### src/rtl/wb_arbiter.sv
`default_nettype none
// +--------------------------------------------------------------------------+
// | wb_arbiter: register-file write-port arbiter (ALU first, load FIFO next) |
// | with a load scoreboard for decode RAW-hazard queries.   Revision: 1.0    |
// +--------------------------------------------------------------------------+
module wb_arbiter #(
  parameter int DEPTH = 2
) (
  input  logic        clk,
  input  logic        reset,
  input  logic        alu_valid,
  input  logic [4:0]  alu_rd,
  input  logic [63:0] alu_data,
  input  logic        alu_sp,
  input  logic        ld_valid,
  output logic        ld_ready,
  input  logic [4:0]  ld_rd,
  input  logic [63:0] ld_data,
  input  logic        ld_sp,
  input  logic        sb_set,
  input  logic [4:0]  sb_rd,
  input  logic [4:0]  q_rd1,
  input  logic [4:0]  q_rd2,
  output logic        q_busy1,
  output logic        q_busy2,
  output logic        RegWrite,
  output logic [4:0]  Write_register,
  output logic [63:0] Write_d
);

  localparam int AW = $clog2(DEPTH);
  localparam int CW = AW + 1;
  localparam logic [CW-1:0] FULL_COUNT = CW'(DEPTH);
  localparam logic [4:0]    ZR_REG     = 5'd31;

  logic [4:0]    fifo_rd   [DEPTH];
  logic [63:0]   fifo_data [DEPTH];
  logic          fifo_sp   [DEPTH];
  logic [AW-1:0] head;
  logic [AW-1:0] tail;
  logic [CW-1:0] count;
  logic [31:0]   pending;
  logic [31:0]   pending_next;
  logic          from_ld;

  logic          push;
  logic          pop;
  logic          sel_valid;
  logic [4:0]    sel_rd;
  logic [63:0]   sel_data;
  logic          sel_sp;
  logic          sel_commit;

  // Ready comes from the registered count only, so a pop in a full cycle
  // cannot make room for a same-cycle push.
  assign ld_ready = ~reset & (count != FULL_COUNT);
  assign push     = ld_valid & ld_ready;
  assign pop      = ~alu_valid & (count != '0);

  always_comb begin
    sel_valid = alu_valid | pop;
    sel_rd    = fifo_rd[head];
    sel_data  = fifo_data[head];
    sel_sp    = fifo_sp[head];
    if (alu_valid) begin
      sel_rd   = alu_rd;
      sel_data = alu_data;
      sel_sp   = alu_sp;
    end
    // rd=31 without SP is XZR: the slot is used but nothing is written.
    sel_commit = sel_valid & ~((sel_rd == ZR_REG) & ~sel_sp);
  end

  // Set beats clear when both target the same register in one cycle.
  always_comb begin
    pending_next = pending;
    if (pop) begin
      pending_next[fifo_rd[head]] = 1'b0;
    end
    if (sb_set) begin
      pending_next[sb_rd] = 1'b1;
    end
  end

  always_ff @(posedge clk) begin
    if (push) begin
      fifo_rd[tail]   <= ld_rd;
      fifo_data[tail] <= ld_data;
      fifo_sp[tail]   <= ld_sp;
    end
  end

  always_ff @(posedge clk or posedge reset) begin
    if (reset) begin
      head  <= '0;
      tail  <= '0;
      count <= '0;
    end else begin
      if (push) begin
        tail <= tail + 1'b1;
      end
      if (pop) begin
        head <= head + 1'b1;
      end
      unique case ({push, pop})
        2'b10:   count <= count + 1'b1;
        2'b01:   count <= count - 1'b1;
        default: count <= count;
      endcase
    end
  end

  always_ff @(posedge clk or posedge reset) begin
    if (reset) begin
      pending <= '0;
    end else begin
      pending <= pending_next;
    end
  end

  always_ff @(posedge clk or posedge reset) begin
    if (reset) begin
      RegWrite       <= 1'b0;
      Write_register <= '0;
      Write_d        <= '0;
      from_ld        <= 1'b0;
    end else begin
      RegWrite <= sel_commit;
      from_ld  <= pop;
      if (sel_valid) begin
        Write_register <= sel_rd;
        Write_d        <= sel_data;
      end
    end
  end

  // A load sitting in the output register is still uncommitted to the file.
  assign q_busy1 = pending[q_rd1] | (RegWrite & from_ld & (Write_register == q_rd1));
  assign q_busy2 = pending[q_rd2] | (RegWrite & from_ld & (Write_register == q_rd2));

endmodule
`default_nettype wire

### config.mk
export PLATFORM = sky130hd
export DESIGN_NAME = wb_arbiter
export DESIGN_NICKNAME = d
export VERILOG_FILES = /design/src/rtl/wb_arbiter.sv
export SDC_FILE = /design/constraint.sdc
export NUM_CORES = 1
export LEC_CHECK = 0
export CAP_MARGIN = 20
export CORE_UTILIZATION = 52
export CTS_BUF_LIST = sky130_fd_sc_hd__clkbuf_8
export DETAILED_ROUTE_END_ITERATION = 10
export GPL_TIMING_DRIVEN = 1
export PLACE_DENSITY_LB_ADDON = 0.3
export SYNTH_ARGS = -nofsm -noshare
export SYNTH_HDL_FRONTEND = slang
export SYNTH_SLANG_ARGS = --single-unit
### constraint.sdc
create_clock -name clk -period 5.1 [get_ports clk]
set_input_delay 1.53 -clock clk [delete_from_list [all_inputs] [get_ports clk]]
set_output_delay 1.53 -clock clk [all_outputs]
set_load 0.01 [all_outputs]
==> impl_metrics.py, run 1 <==
metrics = {
    "timing": {
        "grt_setup_unrepaired": "no",
        "min_period_ps": 5057,
        "fmax_ghz": 0.1977,
        "hold_viol_final": 0,
        "finalSetupViolCount": 0,
        "min_period_over_period_pct": 99.17,
        "skew_ps": 22.41,
        "worst_pin_slew_ps": 1028,
        "slew_headroom_pct": 31.44,
        "finalMaxSlewViolations": 0,
    },
    "yosys": {
        "synth_cell_types": 34,
        "synth_area_mm2": 0.01045,
        "synth_top_area_share_pct": 40.24,
        "yosys.area.top_type": "edfxtp_1",
        "synth_nets": 981,
        "synth-edff-count": 140,
        "netlist_top_cells_area": "edfxtp_1, dfrtp_1, mux2i_1, o21ai_0, mux4_1",
        "ys_async_sr_fraction_pct": 43.32,
        "ys_warn_count": 0,
        "syn_inst": 820,
        "avgSynthCellArea_um2": 12.74,
        "synth_seq_area_share_pct": 65.88,
        "synth_flop_cell": "edfxtp_1",
        "synth_most_common_cell": "o21ai_0",
        "synth_top_cells_by_count": "o21ai_0, edfxtp_1, dfrtp_1, nand2_1, nor2_1",
        "synth-seq-cells": 247,
    },
    "placed_design": {
        "place_congestion": 0.9618,
        "place_hpwl_mm": 16.40,
        "dp.cells": 1281,
        "portBuffers": 232,
    },
    "floorplanning": {
        "core_mm2": 0.01959,
        "die_y_um": 143.7,
        "dieWidth_um": 143.7,
        "initial_utilization_pct": 53.32,
        "die-area_mm2": 0.02066,
        "io_pins": 233,
        "row_count": 51,
    },
    "finish": {
        "drive_gt1_share_pct": 8.066,
        "seq_area_mm2": 0.006885,
        "multi_input_area_mm2": 0.003301,
        "area_growth_pct": 32.06,
        "fin_util_pct": 70.42,
        "fillers": 1404,
        "instances_no_fill": 1358,
        "nNetsFinal": 1220,
    },
    "detailed_routing": {
        "vias_per_cell": 5.398,
        "first_pass_iters": 5,
        "first_iter_violations": 503,
        "wl_per_cell_um": 17.90,
        "postRouteAntennaNets": 0,
        "wirelength_mm": 24.30,
        "route.detailed.drc": 0,
        "num_vias": 7330,
    },
    "setup_path": {
        "path_class": "in -> out",
        "critPathMaxFanout": 9,
        "worstPathRequired_ps": 3570,
        "rr_worst_depth": 6,
        "start_kind": "input port",
        "arrival_ps": 3530,
        "worstSetupEndpointType": "primary output",
    },
    "clock_network": {
        "cts-buffers-inserted": 41,
        "clock_sink_count": 247,
        "cts_setup_buffers": 0,
        "root_buffer": "clkbuf_8",
        "clk_path_buf_depth": 3,
        "insertion_delay_ps": 530,
        "cts_tree": "yes",
        "h-tree-depth": 2,
        "cts_hold_buf": 0,
        "clkTransAtPathRegs_ps": 60,
    },
    "global_route": {
        "grt_pass1_wl_mm": 37.76,
        "grt.total_usage_pct": 23.98,
        "antenna_found_initial": 1,
        "grt_pass1_vias": 7452,
        "grt_max_degree": 77,
        "grt-ovfl-total": 0,
    },
    "run_status": {
        "status": "complete, no violations",
    },
    "power_and_ir_drop": {
        "p_leak_uw": 0.005402,
        "powerDensity_mw_per_mm2": 484.2,
        "ir_drop_mv": 0.2853,
    },
    "min_path": {
        "min_path_type": "reg -> reg",
        "min_path_cells": 2,
    },
    "job": {
        "maxCapViolCount": 0,
    },
}
where the power goes:
part | total [uW] | switching (uW) | internal (uW)
Combinational | 2050 | 1040 | 1020
Sequential | 2970 | 373 | 2590
Clock | 1660 | 744 | 917
flip-flops by register name, summed over array words and instances, names as in the netlist:
name,count
tail,1
fifo_rd,10
Write_d,64
from_ld,1
RegWrite,1
count,2
fifo_sp,2
head,1
pending,32
fifo_data,128
Write_register,5
worst max-delay path, stage by stage:
cell	delay [ps]
clkdlybuf4s50_1	460
buf_4	190
mux4_1	570
mux2_2	290
nand2_1	70
a41oi_1	110
dlygate4sd2_1	300
through the flow:
step	worst slack (ps)	power (uW)	setup TNS, ps	area [um^2]	hold WS, ps
after floorplan	752.8	4194	0	10450	476.0
after global placement	-125.1	5002	-227.9	12980	503.8
after detailed placement	-165.7	5061	-297.6	12980	523.0
after CTS	38.09	6732	0	13790	535.8
after global routing	7.975	7070	0	13790	573.2
final	42.51	6680	0	13800	537.1
cells by family (layout without fill, tap and decap cells):
kind of cell	Yosys count	after routing	synth area share [%]
AO/OA/AOI/OAI	216	216	10.62
XOR/XNOR	15	15	1.258
adder cells (fa/ha/maj)	1	1	0.1198
buffers and inverters	53	324	2.719
flip-flops	247	247	65.88
multiplexers	94	94	11.64
other	0	2	0
AND/OR/NAND/NOR	194	194	7.762
cell type report:
cell class                 instances  share of cell area, %
clock buffer                      52                  5.188
inverter                           4                 0.1270
sequential                       247                  49.91
tap                              265                  2.403
clock inverter                    23                 0.7165
multi-input combinational        520                  23.93
timing repair buffer             245                  17.69
antenna                            2                0.03628
cell usage in the layout, fill, tap and decap left out, types with 10 or more instances in the layout:
cell type,synthesis,final
a21oi_1,65,65
buf_4,7,12
clkbuf_8,0,52
clkdlybuf4s50_1,0,229
dfrtp_1,107,106
edfxtp_1,140,140
inv_1,4,17
mux2i_1,72,72
mux4_1,16,16
nand2_1,91,91
nor2_1,76,74
o21ai_0,142,142
xor2_1,10,10
routing by layer:
layer,wire length (um),global-route usage (%)
met1,9777,29.77
met4,580,8.455
met3,1632,5.931
met2,12310,40.85
met5,0,0
worst paths after layout:
kind	endpoint	from	slack, ps
setup / recovery	q_busy1	q_rd1[0]	40
hold / removal	pending[6]$_DFF_PP0_	pending[6]$_DFF_PP0_	540
setup reg to reg	pending[24]$_DFF_PP0_	head$_DFFE_PP0N_	2490
hold reg to reg	pending[6]$_DFF_PP0_	pending[6]$_DFF_PP0_	540
max in group asynchronous	Write_d[55]$_DFFE_PP0P_	reset	2810
min in group asynchronous	Write_d[6]$_DFFE_PP0P_	reset	1550
timing repair:
item                                    CTS  global route
gates resized for setup                   2             1
cloned                                    0             0
endpoints found under the setup margin    2             1
Power figures use the tool's default switching activity.
==> run 2: changes to the inputs <==
MAX_ROUTING_LAYER = met4   (was default)
PLACE_DENSITY = 0.82   (was default)
PLACE_DENSITY_LB_ADDON = default   (was 0.3)
==> impl_metrics.py, run 2 (synthesis gave the netlist of run 1 again) <==
metrics = {
    "placed_design": {
        "place_ws_ps": -154.3,
        "place_congestion": 1.006,
        "portBuffers": 232,
        "placed_area_mm2": 0.01300,
        "place_hpwl_mm": 17.45,
    },
    "timing": {
        "fin_setup_tns_ps": 0,
        "grt_setup_unrepaired": "no",
        "fmax_ghz": 0.1987,
        "setup_slack_ps": 67.23,
        "finalMaxSlewViolations": 0,
        "worst_pin_slew_ps": 1089,
        "skew_ps": 15.97,
        "slew_headroom_pct": 27.43,
        "min_period_over_period_pct": 98.68,
        "hold_viol_final": 0,
        "finalSetupViolCount": 0,
        "min_period_ps": 5033,
    },
    "setup_path": {
        "worstPathRequired_ps": 3570,
        "worstSetupEndpointType": "primary output",
        "start_kind": "input port",
        "arrival_ps": 3500,
        "critPathMaxFanout": 8,
        "path_class": "in -> out",
    },
    "clock_network": {
        "clk_path_buf_depth": 3,
        "clock_sink_count": 247,
        "insertion_delay_ps": 520,
        "root_buffer": "clkbuf_8",
        "cts_tree": "yes",
        "h-tree-depth": 2,
        "cts_hold_buf": 0,
        "clkTransAtPathRegs_ps": 60,
        "cts-buffers-inserted": 40,
    },
    "finish": {
        "largest_reg_flops": 128,
        "area_growth_pct": 31.98,
        "fillers": 1393,
        "post-route-cell-area_mm2": 0.01379,
        "regMostFlops": "fifo_data",
        "drive_gt1_share_pct": 7.854,
        "mostFrequentLayoutCells": "clkdlybuf4s50_1, o21ai_0, edfxtp_1",
        "reg_top3": "fifo_data x128, Write_d x64, pending x32",
        "fin_util_pct": 70.38,
        "nNetsFinal": 1224,
        "layout_commonest_cell": "clkdlybuf4s50_1",
    },
    "power_and_ir_drop": {
        "p_leak_uw": 0.005436,
        "powerDensity_mw_per_mm2": 481.8,
        "ir_drop_mv": 0.2978,
        "power_uw": 6642,
    },
    "global_route": {
        "grt_pass1_wl_mm": 39.24,
        "grt.total_usage_pct": 25.94,
        "grt-ovfl-total": 0,
        "grt_max_degree": 79,
        "grt_pass1_vias": 7609,
        "antenna_found_initial": 2,
    },
    "floorplanning": {
        "core_mm2": 0.01959,
        "die_y_um": 143.7,
        "row_count": 51,
        "initial_utilization_pct": 53.32,
        "io_pins": 233,
        "die-area_mm2": 0.02066,
        "dieWidth_um": 143.7,
    },
    "detailed_routing": {
        "wl_per_cell_um": 18.58,
        "wirelength_mm": 25.31,
        "first_iter_violations": 453,
        "vias_per_cell": 5.508,
        "num_vias": 7502,
        "route.detailed.drc": 0,
        "postRouteAntennaNets": 0,
        "first_pass_iters": 5,
    },
    "run_status": {
        "status": "complete, no violations",
    },
    "job": {
        "maxCapViolCount": 0,
    },
    "min_path": {
        "min_path_type": "reg -> reg",
    },
}
==> run 2: power by group <==
| group | leakage [uW] | internal, uW | total (uW) | switching (uW) |
|---|---|---|---|---|
| combinational | 0.00239 | 1030 | 2140 | 1110 |
| sequential | 0.00257 | 2590 | 2910 | 315 |
| clock | 0.000476 | 853 | 1590 | 739 |
==> run 2: repair_timing <==
item,CTS,global route
setup endpoints to repair,2,1
resized for setup,2,1
hold endpoints to repair,0,0
buffers inserted,0,2
==> run 2: worst max-delay path: stages <==
cell and delay (ps):
clkdlybuf4s50_1 460, buf_4 180, buf_4 150, mux4_1 550
a21boi_0 200, a41oi_1 140, dlygate4sd2_1 300
==> run 2: metal layers <==
layer  GRT usage [%]  wire length (um)
met2           43.66             12980
met4           11.42               910
met5               -                 0
met3           6.664              1704
met1           29.22              9720
==> run 2: final cells by class <==
class | count | area (um^2) | area share (%)
Tap cell | 265 | 331.6 | 2.405
Multi-Input combinational cell | 520 | 3301 | 23.94
Inverter | 4 | 17.52 | 0.1271
Timing Repair Buffer | 250 | 2481 | 18.00
Sequential cell | 247 | 6885 | 49.94
Antenna cell | 2 | 5.005 | 0.03630
Clock buffer | 48 | 660.6 | 4.792
Clock inverter | 26 | 105.1 | 0.7623
==> run 2: final timing paths <==
check	end	depth (start not counted)	slack [ps]	from
min in group asynchronous	tail$_DFFE_PP0P_	2	1460	reset
max in group asynchronous	Write_d[53]$_DFFE_PP0P_	3	2850	reset
min	pending[29]$_DFF_PP0_	2	530	pending[29]$_DFF_PP0_
max	q_busy1	7	70	q_rd1[0]
min reg2reg	pending[29]$_DFF_PP0_	2	530	pending[29]$_DFF_PP0_
max reg2reg	pending[26]$_DFF_PP0_	6	2440	head$_DFFE_PP0N_
==> run 2: stage by stage <==
stage	hold slack, ps	std cells
2_1_floorplan	476.0	820
3_3_place_gp	501.3	1284
3_5_place_dp	513.4	1284
4_1_cts	525.5	1358
5_1_grt	575.6	1362
6_report	529.5	1362
==> run 3: changes to the inputs <==
clock period = 4.9 ns   (was 5.1 ns; I/O delays follow)
==> impl_metrics.py, run 3 (synthesis gave the netlist of run 1 again) <==
metrics = {
    "run_status": {
        "status": "complete, no violations",
    },
    "setup_path": {
        "crit_chain": "clkdlybuf4s50_1, buf_6, mux4_1, mux2_2, nand2_1, a41oi_1, clkbuf_2",
        "cpLargestDelayFamily": "multiplexers",
        "arrival_ps": 3270,
        "worstSetupEndpointType": "primary output",
        "worstSetupStartpoint": "q_rd2[0]",
        "cp_slowest_cell": "mux4_1",
        "path_class": "in -> out",
        "start_kind": "input port",
        "worstPathRequired_ps": 3430,
        "cp.depth": 7,
        "r2r_start": "head$_DFFE_PP0N_",
        "critPathMaxFanout": 8,
        "slowest_delay_ps": 550,
        "critPathBufInv": 3,
        "rr_worst_depth": 5,
    },
    "timing": {
        "skew_ps": 24.69,
        "hold_viol_final": 0,
        "finalMaxSlewViolations": 0,
        "min_period_over_period_pct": 96.66,
        "fmax_ghz": 0.2111,
        "min_period_ps": 4736,
        "grt_setup_unrepaired": "no",
        "finalSetupViolCount": 0,
        "slew_headroom_pct": 42.38,
        "worst_pin_slew_ps": 864.4,
    },
    "power_and_ir_drop": {
        "p_int_uw": 4577,
        "power.switching_uw": 2245,
        "power_frac_comb_pct": 31.7,
        "power_uw": 6822,
        "seqPwrFrac_pct": 45.4,
        "p_leak_uw": 0.005419,
        "ir_drop_mv": 0.2955,
        "clock_power_share_pct": 22.9,
        "switching_share_pct": 32.91,
        "powerDensity_mw_per_mm2": 495.8,
    },
    "detailed_routing": {
        "first_iter_violations": 481,
        "wirelength_mm": 25.42,
        "first_pass_iters": 5,
        "wl_per_cell_um": 18.68,
        "num_vias": 7456,
        "vias_per_cell": 5.478,
        "postRouteAntennaNets": 0,
        "route.detailed.drc": 0,
    },
    "floorplanning": {
        "core_mm2": 0.01959,
        "die_y_um": 143.7,
        "initial_utilization_pct": 53.32,
        "row_count": 51,
        "io_pins": 233,
        "dieWidth_um": 143.7,
        "die-area_mm2": 0.02066,
    },
    "finish": {
        "drive_gt1_share_pct": 7.671,
        "regMostFlops": "fifo_data",
        "fillers": 1430,
        "mostFrequentLayoutCells": "clkdlybuf4s50_1, o21ai_0, edfxtp_1",
        "seq_area_mm2": 0.006885,
        "multi_input_area_mm2": 0.003301,
        "fin_util_pct": 70.24,
        "layout_commonest_cell": "clkdlybuf4s50_1",
        "area_growth_pct": 31.73,
        "nNetsFinal": 1225,
        "reg_top3": "fifo_data x128, Write_d x64, pending x32",
        "largest_reg_flops": 128,
    },
    "job": {
        "maxCapViolCount": 0,
    },
    "placed_design": {
        "portBuffers": 232,
        "place_hpwl_mm": 17.27,
        "place_congestion": 0.9705,
    },
    "global_route": {
        "antenna_found_initial": 1,
        "grt-ovfl-total": 0,
        "grt_max_degree": 132,
        "grt_pass1_wl_mm": 39.43,
        "grt.total_usage_pct": 26.18,
        "grt_pass1_vias": 7679,
    },
    "clock_network": {
        "clk_path_buf_depth": 3,
        "clock_sink_count": 247,
        "cts_tree": "yes",
        "cts-buffers-inserted": 40,
        "root_buffer": "clkbuf_8",
        "insertion_delay_ps": 520,
        "cts_hold_buf": 0,
        "clkTransAtPathRegs_ps": 60,
        "h-tree-depth": 2,
    },
    "min_path": {
        "min_path_cells": 2,
        "min_path_type": "reg -> reg",
        "hold_start": "pending[3]$_DFF_PP0_",
    },
}
run 3: cell count changes in the layout (fill, tap and decap cells not counted), sizes merged:
cell,change
dlygate4sd2,-2
diode,-1
clkbuf,-3
inv,+2
clkinvlp,+2
buf,+1
run 3: power by group through the flow:
| stage | clock [uW] | combinational (uW) | sequential, uW |
|---|---|---|---|
| floorplan | 0 | 1360 | 3010 |
| global placement | 0 | 2120 | 3100 |
| detailed placement | 0 | 2180 | 3130 |
| CTS | 1610 | 2190 | 3090 |
| global route | 1700 | 2370 | 3150 |
| finish | 1570 | 2160 | 3090 |
run 3: worst paths after layout:
| kind | to | slack, ps |
|---|---|---|
| worst max-delay path | q_busy2 | 160 |
| worst min-delay path | pending[3]$_DFF_PP0_ | 540 |
| worst max register to register | RegWrite$_DFF_PP0_ | 2520 |
| worst min register to register | pending[3]$_DFF_PP0_ | 540 |
| max in group asynchronous | pending[11]$_DFF_PP0_ | 2720 |
| min in group asynchronous | Write_d[3]$_DFFE_PP0P_ | 1420 |
run 3: what timing repair did:
item,4_1_cts,5_1_grt
setup endpoints to repair,2,2
gates resized for setup,4,4
setup buffers,0,1
run 3: tightest hold or removal path, cell delays in order (launching register included):
cell and delay [ps]:
dfrtp_1 360, o21ai_0 80, o21ai_0 60
run 3: layout make-up:
type,count,area share (%)
inverter,4,0.1273
clock buffer,43,4.301
clock inverter,30,0.8820
timing repair buffer,251,18.24
sequential,247,50.04
multi-input combinational,520,23.99
tap,265,2.410
antenna,1,0.01819
run 3: through the flow:
step | setup TNS, ps | hold slack, ps | setup WS [ps] | instance area [um^2] | instances
2_1_floorplan | 0 | 476.0 | 612.8 | 10450 | 820
3_3_place_gp | -364.1 | 494.8 | -195.5 | 13040 | 1286
3_5_place_dp | -420.3 | 524.1 | -219.3 | 13040 | 1286
4_1_cts | 0 | 536.0 | 4.591 | 13760 | 1359
5_1_grt | 0 | 576.3 | 60.81 | 13760 | 1361
6_report | 0 | 535.7 | 163.5 | 13760 | 1361
run 3: routing by layer:
metal / GRT usage, % / wire, um
met5: - / 0
met4: 14.00 / 1154
met3: 6.798 / 1842
met2: 42.51 / 12720
met1: 29.82 / 9699
